## src/rtl/matrix_pkg.sv

```systemverilog
`default_nettype none
// ============================================================================
// matrix_pkg : shared widths and reader FSM encoding for the matrix memory path
// Revision   : 1.0
// ============================================================================
package matrix_pkg;
   localparam int ADDR_W    = 8;
   localparam int DATA_W    = 16;
   localparam int NUM_BANKS = 4;

   typedef enum logic [1:0] {
      ST_IDLE  = 2'd0,
      ST_ISSUE = 2'd1,
      ST_DRAIN = 2'd2,
      ST_FIN   = 2'd3
   } rd_state_e;
endpackage
`default_nettype wire

```

## src/rtl/sync_fifo.sv

```systemverilog
`default_nettype none
// ============================================================================
// sync_fifo : shift-register FIFO whose head entry is a register (registered rdata)
// Revision  : 1.0
// ============================================================================
module sync_fifo #(
   parameter int WIDTH = 72,
   parameter int DEPTH = 4
) (
   input  logic                       clock_i,
   input  logic                       reset_n_i,
   input  logic                       push_i,
   input  logic [WIDTH-1:0]           wdata_i,
   input  logic                       pop_i,
   output logic [WIDTH-1:0]           rdata_o,
   output logic                       full_o,
   output logic                       empty_o,
   output logic [$clog2(DEPTH+1)-1:0] count_o
);
   localparam int CNT_W = $clog2(DEPTH+1);

   logic [WIDTH-1:0] data_q [DEPTH];
   logic [WIDTH-1:0] data_d [DEPTH];
   logic [CNT_W-1:0] count_q, count_d;
   logic             do_pop, do_push;

   assign full_o  = (count_q == CNT_W'(DEPTH));
   assign empty_o = (count_q == '0);
   assign do_pop  = pop_i && !empty_o;
   assign do_push = push_i && (!full_o || do_pop);

   // Pop shifts first, so a simultaneous push lands at the post-pop tail.
   always_comb begin
      data_d  = data_q;
      count_d = count_q;
      if (do_pop) begin
         for (int i = 0; i < DEPTH-1; i++) data_d[i] = data_q[i+1];
         count_d = count_q - CNT_W'(1);
      end
      if (do_push) begin
         for (int i = 0; i < DEPTH; i++) begin
            if (CNT_W'(i) == count_d) data_d[i] = wdata_i;
         end
         count_d = count_d + CNT_W'(1);
      end
   end

   always_ff @(posedge clock_i or negedge reset_n_i) begin
      if (!reset_n_i) begin
         count_q <= '0;
         for (int i = 0; i < DEPTH; i++) data_q[i] <= '0;
      end else begin
         count_q <= count_d;
         data_q  <= data_d;
      end
   end

   assign rdata_o = data_q[0];
   assign count_o = count_q;
endmodule
`default_nettype wire

```

## src/rtl/matrix_bank_reader.sv

```systemverilog
`default_nettype none
// ============================================================================
// matrix_bank_reader : credit-based read sequencer streaming four-bank words
// Revision           : 1.0
// ============================================================================
module matrix_bank_reader
   import matrix_pkg::*;
#(
   parameter int RD_LAT     = 2,
   parameter int FIFO_DEPTH = 4
) (
   input  logic                        clock,
   input  logic                        reset_n,
   input  logic                        start,
   input  logic [ADDR_W-1:0]           base_addr,
   input  logic [ADDR_W:0]             length,
   output logic                        busy,
   output logic                        done,
   output logic [ADDR_W-1:0]           mem_address,
   output logic [NUM_BANKS-1:0]        mem_wren,
   input  logic [NUM_BANKS*DATA_W-1:0] mem_q,
   output logic                        out_valid,
   input  logic                        out_ready,
   output logic [NUM_BANKS*DATA_W-1:0] out_data,
   output logic [ADDR_W-1:0]           out_addr
);
   localparam int WORD_W = NUM_BANKS*DATA_W + ADDR_W;
   localparam int FCNT_W = $clog2(FIFO_DEPTH+1);
   localparam int CRED_W = $clog2(FIFO_DEPTH+RD_LAT+2);
   localparam int REM_W  = ADDR_W + 1;

   if (FIFO_DEPTH < RD_LAT+1) begin : g_depth_check
      $error("matrix_bank_reader: FIFO_DEPTH must be >= RD_LAT+1");
   end

   rd_state_e         state_q, state_d;
   logic [ADDR_W-1:0] addr_q, addr_d;
   logic [REM_W-1:0]  remain_q, remain_d;
   logic [RD_LAT-1:0] pipe_vld_q;
   logic [ADDR_W-1:0] pipe_addr_q [RD_LAT];
   logic              issue, pop, fifo_full, fifo_empty, credit_ok;
   logic [FCNT_W-1:0] fifo_count;
   logic [CRED_W-1:0] inflight, used, limit;
   logic [WORD_W-1:0] fifo_rdata;

   always_comb begin
      inflight = '0;
      for (int i = 0; i < RD_LAT; i++) inflight = inflight + CRED_W'(pipe_vld_q[i]);
   end

   // A pop this cycle frees a slot before any new issue can land in the FIFO.
   assign pop       = out_valid && out_ready;
   assign used      = CRED_W'(fifo_count) + inflight;
   assign limit     = CRED_W'(FIFO_DEPTH) + CRED_W'(pop);
   assign credit_ok = (used < limit);

   always_comb begin
      state_d  = state_q;
      addr_d   = addr_q;
      remain_d = remain_q;
      issue    = 1'b0;
      case (state_q)
         ST_IDLE: begin
            if (start) begin
               addr_d   = base_addr;
               remain_d = length;
               state_d  = (length == '0) ? ST_FIN : ST_ISSUE;
            end
         end
         ST_ISSUE: begin
            if (credit_ok) begin
               issue    = 1'b1;
               addr_d   = addr_q + ADDR_W'(1);
               remain_d = remain_q - REM_W'(1);
               if (remain_q == REM_W'(1)) state_d = ST_DRAIN;
            end
         end
         ST_DRAIN: begin
            if (inflight == '0 && (fifo_empty || (fifo_count == FCNT_W'(1) && pop)))
               state_d = ST_FIN;
         end
         ST_FIN:  state_d = ST_IDLE;
         default: state_d = ST_IDLE;
      endcase
   end

   always_ff @(posedge clock or negedge reset_n) begin
      if (!reset_n) begin
         state_q    <= ST_IDLE;
         addr_q     <= '0;
         remain_q   <= '0;
         pipe_vld_q <= '0;
         for (int i = 0; i < RD_LAT; i++) pipe_addr_q[i] <= '0;
      end else begin
         state_q        <= state_d;
         addr_q         <= addr_d;
         remain_q       <= remain_d;
         pipe_vld_q[0]  <= issue;
         pipe_addr_q[0] <= addr_q;
         for (int i = 1; i < RD_LAT; i++) begin
            pipe_vld_q[i]  <= pipe_vld_q[i-1];
            pipe_addr_q[i] <= pipe_addr_q[i-1];
         end
      end
   end

   sync_fifo #(
      .WIDTH (WORD_W),
      .DEPTH (FIFO_DEPTH)
   ) u_fifo (
      .clock_i   (clock),
      .reset_n_i (reset_n),
      .push_i    (pipe_vld_q[RD_LAT-1]),
      .wdata_i   ({mem_q, pipe_addr_q[RD_LAT-1]}),
      .pop_i     (pop),
      .rdata_o   (fifo_rdata),
      .full_o    (fifo_full),
      .empty_o   (fifo_empty),
      .count_o   (fifo_count)
   );

   a_no_overflow: assert property (@(posedge clock) disable iff (!reset_n)
      !(pipe_vld_q[RD_LAT-1] && fifo_full && !pop));

   assign busy        = (state_q == ST_ISSUE) || (state_q == ST_DRAIN);
   assign done        = (state_q == ST_FIN);
   assign mem_address = addr_q;
   assign mem_wren    = '0;
   assign out_valid   = !fifo_empty;
   assign out_data    = fifo_rdata[WORD_W-1:ADDR_W];
   assign out_addr    = fifo_rdata[ADDR_W-1:0];
endmodule
`default_nettype wire

```

## config.mk

```make
export PLATFORM = sky130hd
export DESIGN_NAME = matrix_bank_reader
export DESIGN_NICKNAME = d
export VERILOG_FILES = /design/src/rtl/matrix_pkg.sv /design/src/rtl/sync_fifo.sv /design/src/rtl/matrix_bank_reader.sv
export SDC_FILE = /design/constraint.sdc
export NUM_CORES = 1
export LEC_CHECK = 0
export CAP_MARGIN = 25
export CORE_AREA = 2 2 228 275
export DETAILED_ROUTE_END_ITERATION = 8
export DIE_AREA = 0 0 230 277
export PLACE_DENSITY = 0.49
export SLEW_MARGIN = 20
export SYNTH_ARGS = -nofsm -noshare
export SYNTH_HDL_FRONTEND = slang
export SYNTH_SLANG_ARGS = --single-unit
```

## constraint.sdc

```tcl
create_clock -name clock -period 3.25 [get_ports clock]
set_input_delay 0.65 -clock clock [delete_from_list [all_inputs] [get_ports clock]]
set_output_delay 0.65 -clock clock [all_outputs]
set_load 0.01 [all_outputs]
```

==> run metrics, run 1 <==
slowest stage delay, CP 0.47 ns; placer congestion estimate 0.715; Worst VDD drop 658 uV; Mapped Cells 1627; critical path capture point type flip-flop; critical path buffer and inverter count 3; Post-Place Cells 2455; Final period util 92.5%; detailed placement HPWL 22.4 mm; Clk pwr share 24.8%; PostCTS Resize Cnt 0; delay-heaviest family, CP adder cells; TritonCTS clock tree built; DRT Wirelength 37.8 mm; Clk pin slew, worst setup/hold paths 0.06 ns; first-pass iteration count of the detailed router 5; # H-tree levels 2; Routed WL per cell 15.0 microns; Power, Total 0.0176 W; core area 0.0613 sq mm; die area 0.0637 sq mm; Worst path slowest cell dfrtp_1; DP Worst Slack 0.232 ns; Syn Area/Cell 9.30 sq um; Max Cap Viol 0; synth unique cells 51; Total Neg Setup Slack 0 ns; fill cell total of the finished layout 6396; Yosys reg bits 328; critical path, cell by cell inv_1 > ha_1 > ha_1 > inv_1 > fa_1 > and3b_1 > a2bb2oi_4 > o21ai_2 > buf_4 > a21oi_1 > o22a_1; clk_skew 0.0154 ns; Psw 0.00611 W; Nets 1786; global-route wire length before repair 62.5 mm; critical path type reg -> reg; Fin. Hold Viols 0; Routed Antenna Nets 0; Critical R2R Capture remain_q[5]$_DFFE_PN0P_; Top Ports 172; Reg power frac 40.0%; Min-Delay Path Class in -> async; clk_lat worst skew 0.54 ns; Syn Std Cell Area 0.0151 sq mm; Worst Path Arrival 3.44 ns; Leakage Power 7.97 nW; hold_ws 0.101 ns; Worst-Margin Slew 1.44 ns; initial antenna violation count 1; register area share after synthesis 54.2%; CTS Sinks 328; outcome complete, no violations; Power Dens Cells 957 mW/mm^2; Tmin final 3.01 ns; row count 100; area of the multi-input gates 0.00580 sq mm; Register Area 0.00821 sq mm; fraction of layout cells with a size suffix above 1 10.0%; Overall Global Routing Usage 12.0%; vias after detailed routing 11.5k; clk buf depth 3; Slew HR 4.07%; Int Power 0.0115 W; Pins Over Slew Limit 0; cell count along the critical path 11; FF-to-FF path depth 11; Post-synth top flop dfrtp_1; Vias/cell 4.55; GR Overflow Total 0; Post-CTS Setup Bufs 0; Initial DRC Count 789; CTS root buf clkbuf_16; r2r startpoint pipe_vld_q[1]$_DFF_PN0_; pin count of the biggest net entering global routing 218; RSZ-0062 raised after global routing false; Critical Path Source Type flip-flop; Req. time, crit path 3.68 ns; FFs w/ async S/R, synth 100%; vias in the first global route 11.6k; # DRC 0; Setup WS post-layout 0.243 ns; Initial Util 24.7%; final setup vio count 0; Layout area overhead 21.4%; Synth warnings 0; fmax 333 MHz; CTS Hold Bufs 0; die width 230 microns; Worst R2R Setup Slack 0.24 ns; Die Y-Extent 277 microns; crit-path max FO 11; EDFF count, synth 0; total CTS buffers 40; IO buf count 167; Sw Ratio 34.7%; Post-Layout Cell Count 2523; Comb pwr share 35.3%
## routing by layer
metal / GRT usage (%) / vias to the layer above / routed length, microns
met1: 14.8 / 5694 / 16500
li1: - / 5502 / -
met3: 2.39 / 67 / 1630
met5: 0 / - / 0
met4: 4.50 / 0 / 1200
met2: 20.5 / 226 / 18500
## state kept, by name (all words and copies together), names as in the netlist
| signal | cells |
|---|---|
| u_fifo.data_q | 216 |
| u_fifo.rdata_o | 72 |
| pipe_addr_q | 16 |
| remain_q | 9 |
| mem_address | 8 |
| u_fifo.count_o | 3 |
| pipe_vld_q | 2 |
| state_q | 2 |
## cell families (layout without fill, tap and decap cells)
family | count (synthesis) | count (layout) | synth area share (%)
AND/OR/NAND/NOR | 725 | 725 | 18.7
flip-flops | 328 | 328 | 54.2
AO/OA/AOI/OAI | 273 | 273 | 11.6
buffers and inverters | 199 | 275 | 7.79
multiplexers | 79 | 79 | 5.83
adder cells (fa/ha/maj) | 20 | 20 | 1.70
XOR/XNOR | 2 | 2 | 0.116
other | 1 | 5 | 0.0248
## Yosys cell counts, types with 3 or more instances
| master | count | area (sq um) |
|---|---|---|
| nand2_2 | 3 | 18.8 |
| nand4_1 | 6 | 37.5 |
| inv_1 | 16 | 60.1 |
| and2_1 | 3 | 18.8 |
| nand3_1 | 8 | 40.0 |
| nor3_1 | 5 | 25.0 |
| buf_6 | 12 | 135 |
| mux2_2 | 73 | 822 |
| o21ai_0 | 10 | 50.1 |
| dfrtp_1 | 328 | 8210 |
| nor2_1 | 232 | 871 |
| mux2i_1 | 6 | 60.1 |
| nand2_1 | 452 | 1700 |
| ha_1 | 19 | 238 |
| clkbuf_1 | 68 | 255 |
| or3_1 | 3 | 18.8 |
| buf_4 | 86 | 646 |
| a21oi_1 | 14 | 70.1 |
| a31oi_1 | 220 | 1380 |
| o22a_1 | 6 | 52.6 |
| buf_2 | 15 | 75.1 |
| o22ai_1 | 7 | 43.8 |
## power by group through the flow
stage | combinational, W | clock [W] | sequential, W
2_1_floorplan | 0.00473 | 0 | 0.00676
3_3_place_gp | 0.00614 | 0 | 0.00702
4_1_cts | 0.00633 | 0.00455 | 0.00704
3_5_place_dp | 0.00632 | 0 | 0.00708
6_report | 0.00620 | 0.00436 | 0.00703
5_1_grt | 0.00698 | 0.00471 | 0.00727
## worst max path at each step
stage,start,end
final,pipe_vld_q[1]$_DFF_PN0_,remain_q[5]$_DFFE_PN0P_
after global routing,u_fifo.count_o[0]$_DFF_PN0_,u_fifo.data_q[82]$_DFF_PN0_
after CTS,pipe_vld_q[1]$_DFF_PN0_,remain_q[5]$_DFFE_PN0P_
after detailed placement,out_ready,u_fifo.data_q[170]$_DFF_PN0_
after global placement,out_ready,u_fifo.data_q[179]$_DFF_PN0_
after floorplan,u_fifo.count_o[0]$_DFF_PN0_,u_fifo.data_q[10]$_DFFE_PN0P_
## stage by stage
stage	util (%)	cell area, sq um
6_report	30.0	18400
5_1_grt	30.0	18400
4_1_cts	30.0	18400
3_5_place_dp	27.9	17100
3_3_place_gp	27.9	17100
2_1_floorplan	-	15100
## layout by cell type (no fill, tap or decap), types with 13 or more instances in the layout
cell	instances
inv_1	16
dfrtp_1	328
nand2_1	451
ha_1	19
a21oi_1	14
clkbuf_16	41
clkdlybuf4s50_1	166
buf_4	13
a31oi_1	220
nor2_1	232
mux2_2	73
## final cells by class
| class | count | area share [%] |
|---|---|---|
| timing repair buffer | 192 | 11.0 |
| antenna | 1 | 0.0136 |
| sequential | 328 | 44.7 |
| clock inverter | 7 | 0.347 |
| clock buffer | 60 | 6.57 |
| multi-input combinational | 1103 | 31.6 |
| inverter | 16 | 0.327 |
| tap | 816 | 5.56 |
No activity file was read; power rests on OpenSTA's default activity.
==> run 2: changes to the inputs <==
PLACE_DENSITY = not set   (was 0.49)
PLACE_DENSITY_LB_ADDON = 0.08   (was not set)
REMOVE_ABC_BUFFERS = 1   (was not set)
SKIP_CTS_REPAIR_TIMING = 1   (was not set)
==> run 2 against run 1 <==
Via count decreased by 0.98%. Wire length increased by 10%. Clock-buffer cell count grew 3. Critical endpoint is now state_q[0]$_DFFE_PN0P_. Cell area up 0.57%. Final cell count rose by 0.63%. Sequential share of layout area is 0.25 points lower. Fmax rose by 2.2%. Highest routed layer unchanged.
==> run metrics, run 2 (synthesis results as in run 1) <==
Sw Ratio 35.3%; Max Cap Viol 0; pin count of the biggest net entering global routing 218; Overall Global Routing Usage 13.1%; Clk pin slew, worst setup/hold paths 0.06 ns; Clk pwr share 24.4%; clk buf depth 3; IO buf count 167; number of flip-flops in the largest register 216; Post-Layout Cell Count 2539; Die Y-Extent 277 microns; commonest non-fill, non-tap cell in the layout nand2_1; post-layout util 30.1%; total CTS buffers 40; GR Overflow Total 0; Layout area overhead 22.1%; fmax 340 MHz; Inserted Diodes 0; Pins Over Slew Limit 0; Routed WL per cell 16.4 microns; Worst Path Arrival 3.36 ns; Initial Util 24.7%; Power Dens Cells 958 mW/mm^2; Tmin final 2.94 ns; global-route wire length before repair 67.2 mm; Fin. Hold Viols 0; Min-Delay Path Class in -> async; hold_ws 0.0654 ns; CTS root buf clkbuf_16; commonest non-fill, non-tap cells in the layout nand2_1 (451), dfrtp_1 (328), nor2_1 (232); Nets 1799; detailed placement HPWL 25.1 mm; vias in the first global route 11.8k; clk_lat worst skew 0.56 ns; Req. time, crit path 3.67 ns; RSZ-0062 raised after global routing false; TritonCTS clock tree built; Reg power frac 39.7%; Critical R2R Capture state_q[0]$_DFFE_PN0P_; crit-path max FO 6; row count 100; critical path capture point type flip-flop; CTS Sinks 328; fraction of layout cells with a size suffix above 1 10.5%; Worst-Margin Slew 1.10 ns; die area 0.0637 sq mm; Psw 0.00624 W; Worst R2R Setup Slack 0.31 ns; final setup vio count 0; Power, Total 0.0177 W; first-pass iteration count of the detailed router 5; Post-Place Cells 2468; Top Ports 172; outcome complete, no violations; vias after detailed routing 11.4k; initial antenna violation count 0; Routed Antenna Nets 0; DRT Wirelength 41.6 mm; die width 230 microns; Initial DRC Count 746; Int Power 0.0115 W; r2r startpoint pipe_vld_q[1]$_DFF_PN0_; Final period util 90.5%; Vias/cell 4.48; Slew HR 26.9%; DP Worst Slack 0.206 ns; FF-to-FF path depth 10; Leakage Power 8.01 nW; Comb pwr share 35.9%; Setup WS post-layout 0.308 ns; # DRC 0; core area 0.0613 sq mm; # H-tree levels 2; clk_skew 0.0179 ns; critical path type reg -> reg; Worst VDD drop 441 uV; Reg with most FFs u_fifo.data_q; placer congestion estimate 0.704; Critical Path Source Type flip-flop
-- run 2: changes by cell type in the layout (fill, tap and decap cells not counted), sizes merged --
cell    change
clkbuf      +3
diode       -1
buf        +13
clkinv      +1
-- run 2: critical path, stage by stage (launching register included) --
cell       delay, ns
dfrtp_1         0.45
inv_1           0.15
ha_1            0.30
ha_1            0.13
inv_1           0.05
fa_1            0.49
nand4bb_1       0.20
o2bb2ai_1       0.31
nor4_2          0.34
nor2_1          0.09
o32a_1          0.30
-- run 2: final cells by class --
type                            count  area [sq um]
Fill cell                        6463         42800
Sequential cell                   328          8210
Multi-Input combinational cell   1103          5810
Timing Repair Buffer              205          2140
Clock buffer                       63          1170
Tap cell                          816          1020
Clock inverter                      8          80.1
Inverter                           16          60.1
-- run 2: power groups by stage --
stage	registers, W	clock network, W	logic, W
3_3_place_gp	0.00709	0	0.00641
2_1_floorplan	0.00699	0	0.00396
5_1_grt	0.00728	0.00469	0.00716
3_5_place_dp	0.00710	0	0.00650
6_report	0.00702	0.00432	0.00636
4_1_cts	0.00704	0.00453	0.00653
-- run 2: worst max-delay path by stage --
| stage | start | to | depth (start not counted) |
|---|---|---|---|
| 6_report | pipe_vld_q[1]$_DFF_PN0_ | state_q[0]$_DFFE_PN0P_ | 10 |
| 5_1_grt | pipe_vld_q[1]$_DFF_PN0_ | state_q[1]$_DFFE_PN0P_ | 10 |
| 4_1_cts | pipe_vld_q[1]$_DFF_PN0_ | state_q[0]$_DFFE_PN0P_ | 10 |
| 3_5_place_dp | out_ready | u_fifo.data_q[209]$_DFF_PN0_ | 9 |
| 3_3_place_gp | out_ready | u_fifo.data_q[181]$_DFF_PN0_ | 9 |
| 2_1_floorplan | u_fifo.count_o[0]$_DFF_PN0_ | u_fifo.data_q[0]$_DFFE_PN0P_ | 9 |
-- run 2: per-layer routing --
layer,routed length (microns),vias to the layer above,global-route usage (%)
met2,20000,197,21.8
met4,768,0,3.34
met5,0,-,0
met1,19100,5585,17.3
met3,1800,52,2.67
li1,-,5542,-
-- run 2: metrics by stage --
step                area (sq um)  setup TNS (ns)
finish                     18500               0
global placement           17200               0
floorplan                  14000        -1133.74
global route               18500               0
detailed placement         17200               0
CTS                        18500               0
==> run 3: changes to the inputs <==
==> constraint.sdc (replaced) <==
create_clock -name clock -period 3.25 [get_ports clock]
set_input_delay 0.975 -clock clock [delete_from_list [all_inputs] [get_ports clock]]
set_output_delay 0.975 -clock clock [all_outputs]
set_load 0.01 [all_outputs]
==> run 3 against run 2 <==
Total power rose by 1.7%. Non-clock buffer count rose by 1. Flip-flop and latch count did not move. Cell area rose by 0.87%. Final cell count did not move. Global-route usage fell by 0.16 points. Fmax rose by 3.1%. First-iteration DRC count fell by 14%. Largest cell class unchanged. Largest power group unchanged.
==> run metrics, run 3 (synthesis results as in run 1) <==
outcome complete, no violations; crit-path max FO 4; Worst-Margin Slew 1.08 ns; TritonCTS clock tree built; cell count along the critical path 3; Req. time, crit path 2.27 ns; FF-to-FF path depth 11; CTS Sinks 328; number of flip-flops in the largest register 216; clk_skew 0.0171 ns; row count 100; delay-heaviest family, CP buffers and inverters; final setup vio count 0; critical path type reg -> out; Max Cap Viol 0; commonest non-fill, non-tap cells in the layout nand2_1 (451), dfrtp_1 (328), nor2_1 (232); Worst path slowest cell clkdlybuf4s50_1; fmax 350 MHz; pin count of the biggest net entering global routing 217; Fin. Hold Viols 0; Initial DRC Count 639; critical path buffer and inverter count 2; Post-Layout Cell Count 2539; placer congestion estimate 0.744; Slew HR 28.1%; RSZ-0062 raised after global routing false; critical path, cell by cell inv_1 > ha_1 > clkdlybuf4s50_1; Hold Crit Start pipe_addr_q[13]$_DFF_PN0_; hold depth 0; Tmin final 2.85 ns; die width 230 microns; core area 0.0613 sq mm; clk buf depth 3; Setup WS post-layout 0.396 ns; Die Y-Extent 277 microns; DRT Wirelength 41.1 mm; Worst VDD drop 556 uV; Critical path origin state_q[0]$_DFFE_PN0P_; IO buf count 167; fraction of layout cells with a size suffix above 1 11.0%; initial antenna violation count 0; Layout area overhead 23.2%; CTS root buf clkbuf_16; die area 0.0637 sq mm; Min-Delay Path Class reg -> reg; Routed Antenna Nets 0; Critical Path Source Type flip-flop; post-layout util 30.4%; commonest non-fill, non-tap cell in the layout nand2_1; vias in the first global route 11.7k; Leakage Power 8.10 nW; Overall Global Routing Usage 12.9%; vias after detailed routing 11.5k; critical path capture point type primary output; Reg with most FFs u_fifo.data_q; first-pass iteration count of the detailed router 5; Top Ports 172; Clk pin slew, worst setup/hold paths 0.05 ns; Worst Path Arrival 1.88 ns; Vias/cell 4.51; Post-Place Cells 2469; Final period util 87.8%; Pins Over Slew Limit 0; clk_lat worst skew 0.55 ns; Initial Util 24.7%; # H-tree levels 2; DP Worst Slack 0.0819 ns; global-route wire length before repair 66.6 mm; Nets 1800; slowest stage delay, CP 0.54 ns; # DRC 0; detailed placement HPWL 25.2 mm; Inserted Diodes 0; r2r startpoint pipe_vld_q[1]$_DFF_PN0_; total CTS buffers 40; GR Overflow Total 0; Routed WL per cell 16.2 microns; Power Dens Cells 966 mW/mm^2
run 3: changes by cell type in the layout (fill, tap and decap cells not counted), sizes merged:
cell	change
buf	+1
clkbuf	-1
clkdlybuf4s50	-1
clkinvlp	+1
dlymetal6s2s	+1
inv	-1
run 3: power breakdown:
group,leakage [nW],internal [W],switching (W)
Sequential,4.12,0.00594,0.00108
Combinational,3.31,0.00307,0.00338
Clock,0.660,0.00273,0.00181
run 3: metal layers:
metal	routed length [microns]	share of wire (%)	GRT usage [%]
met4	942	2.3	3.72
met5	0	0	0
met3	1910	4.7	2.94
met1	19000	46	17.1
met2	19200	47	21.0
run 3: area by class of cell:
class                   count  area [sq um]
clock buffers              62          1260
multi-input cells        1103          5810
inverters                  16          60.1
flip-flops and latches    328          8210
well taps                 816          1020
fillers                  6447         42700
repair buffers            206          2210
clock inverters             8          78.8
run 3: worst register-to-register path, cell delays in order (launching register included):
cell and delay (ns):
dfrtp_1 0.37, inv_1 0.17, ha_1 0.27, ha_1 0.18, inv_1 0.06, fa_1 0.41
and3b_1 0.22, a2bb2oi_4 0.19, o21ai_2 0.21, buf_12 0.18, o21ba_2 0.16, o22a_1 0.18
run 3: path summary, 6_finish.rpt:
check / slack (ns) / to
min in group asynchronous: 0.38 / u_fifo.rdata_o[41]$_DFF_PN0_
max reg2reg: 0.53 / remain_q[6]$_DFFE_PN0P_
min: 0.34 / pipe_addr_q[5]$_DFF_PN0_
max in group asynchronous: 1.95 / remain_q[6]$_DFFE_PN0P_
max: 0.40 / busy
min reg2reg: 0.34 / pipe_addr_q[5]$_DFF_PN0_
run 3: stage by stage:
| stage | cell area, sq um | power [W] | TNS, ns | hold WS [ns] |
|---|---|---|---|---|
| final | 18600 | 0.0180 | 0 | 0.345 |
| after global routing | 18600 | 0.0194 | 0 | 0.350 |
| after CTS | 18600 | 0.0184 | 0 | 0.347 |
| after detailed placement | 17300 | 0.0137 | 0 | 0.335 |
| after global placement | 17300 | 0.0136 | 0 | 0.332 |
| after floorplan | 14000 | 0.0109 | -1150.23 | 0.331 |
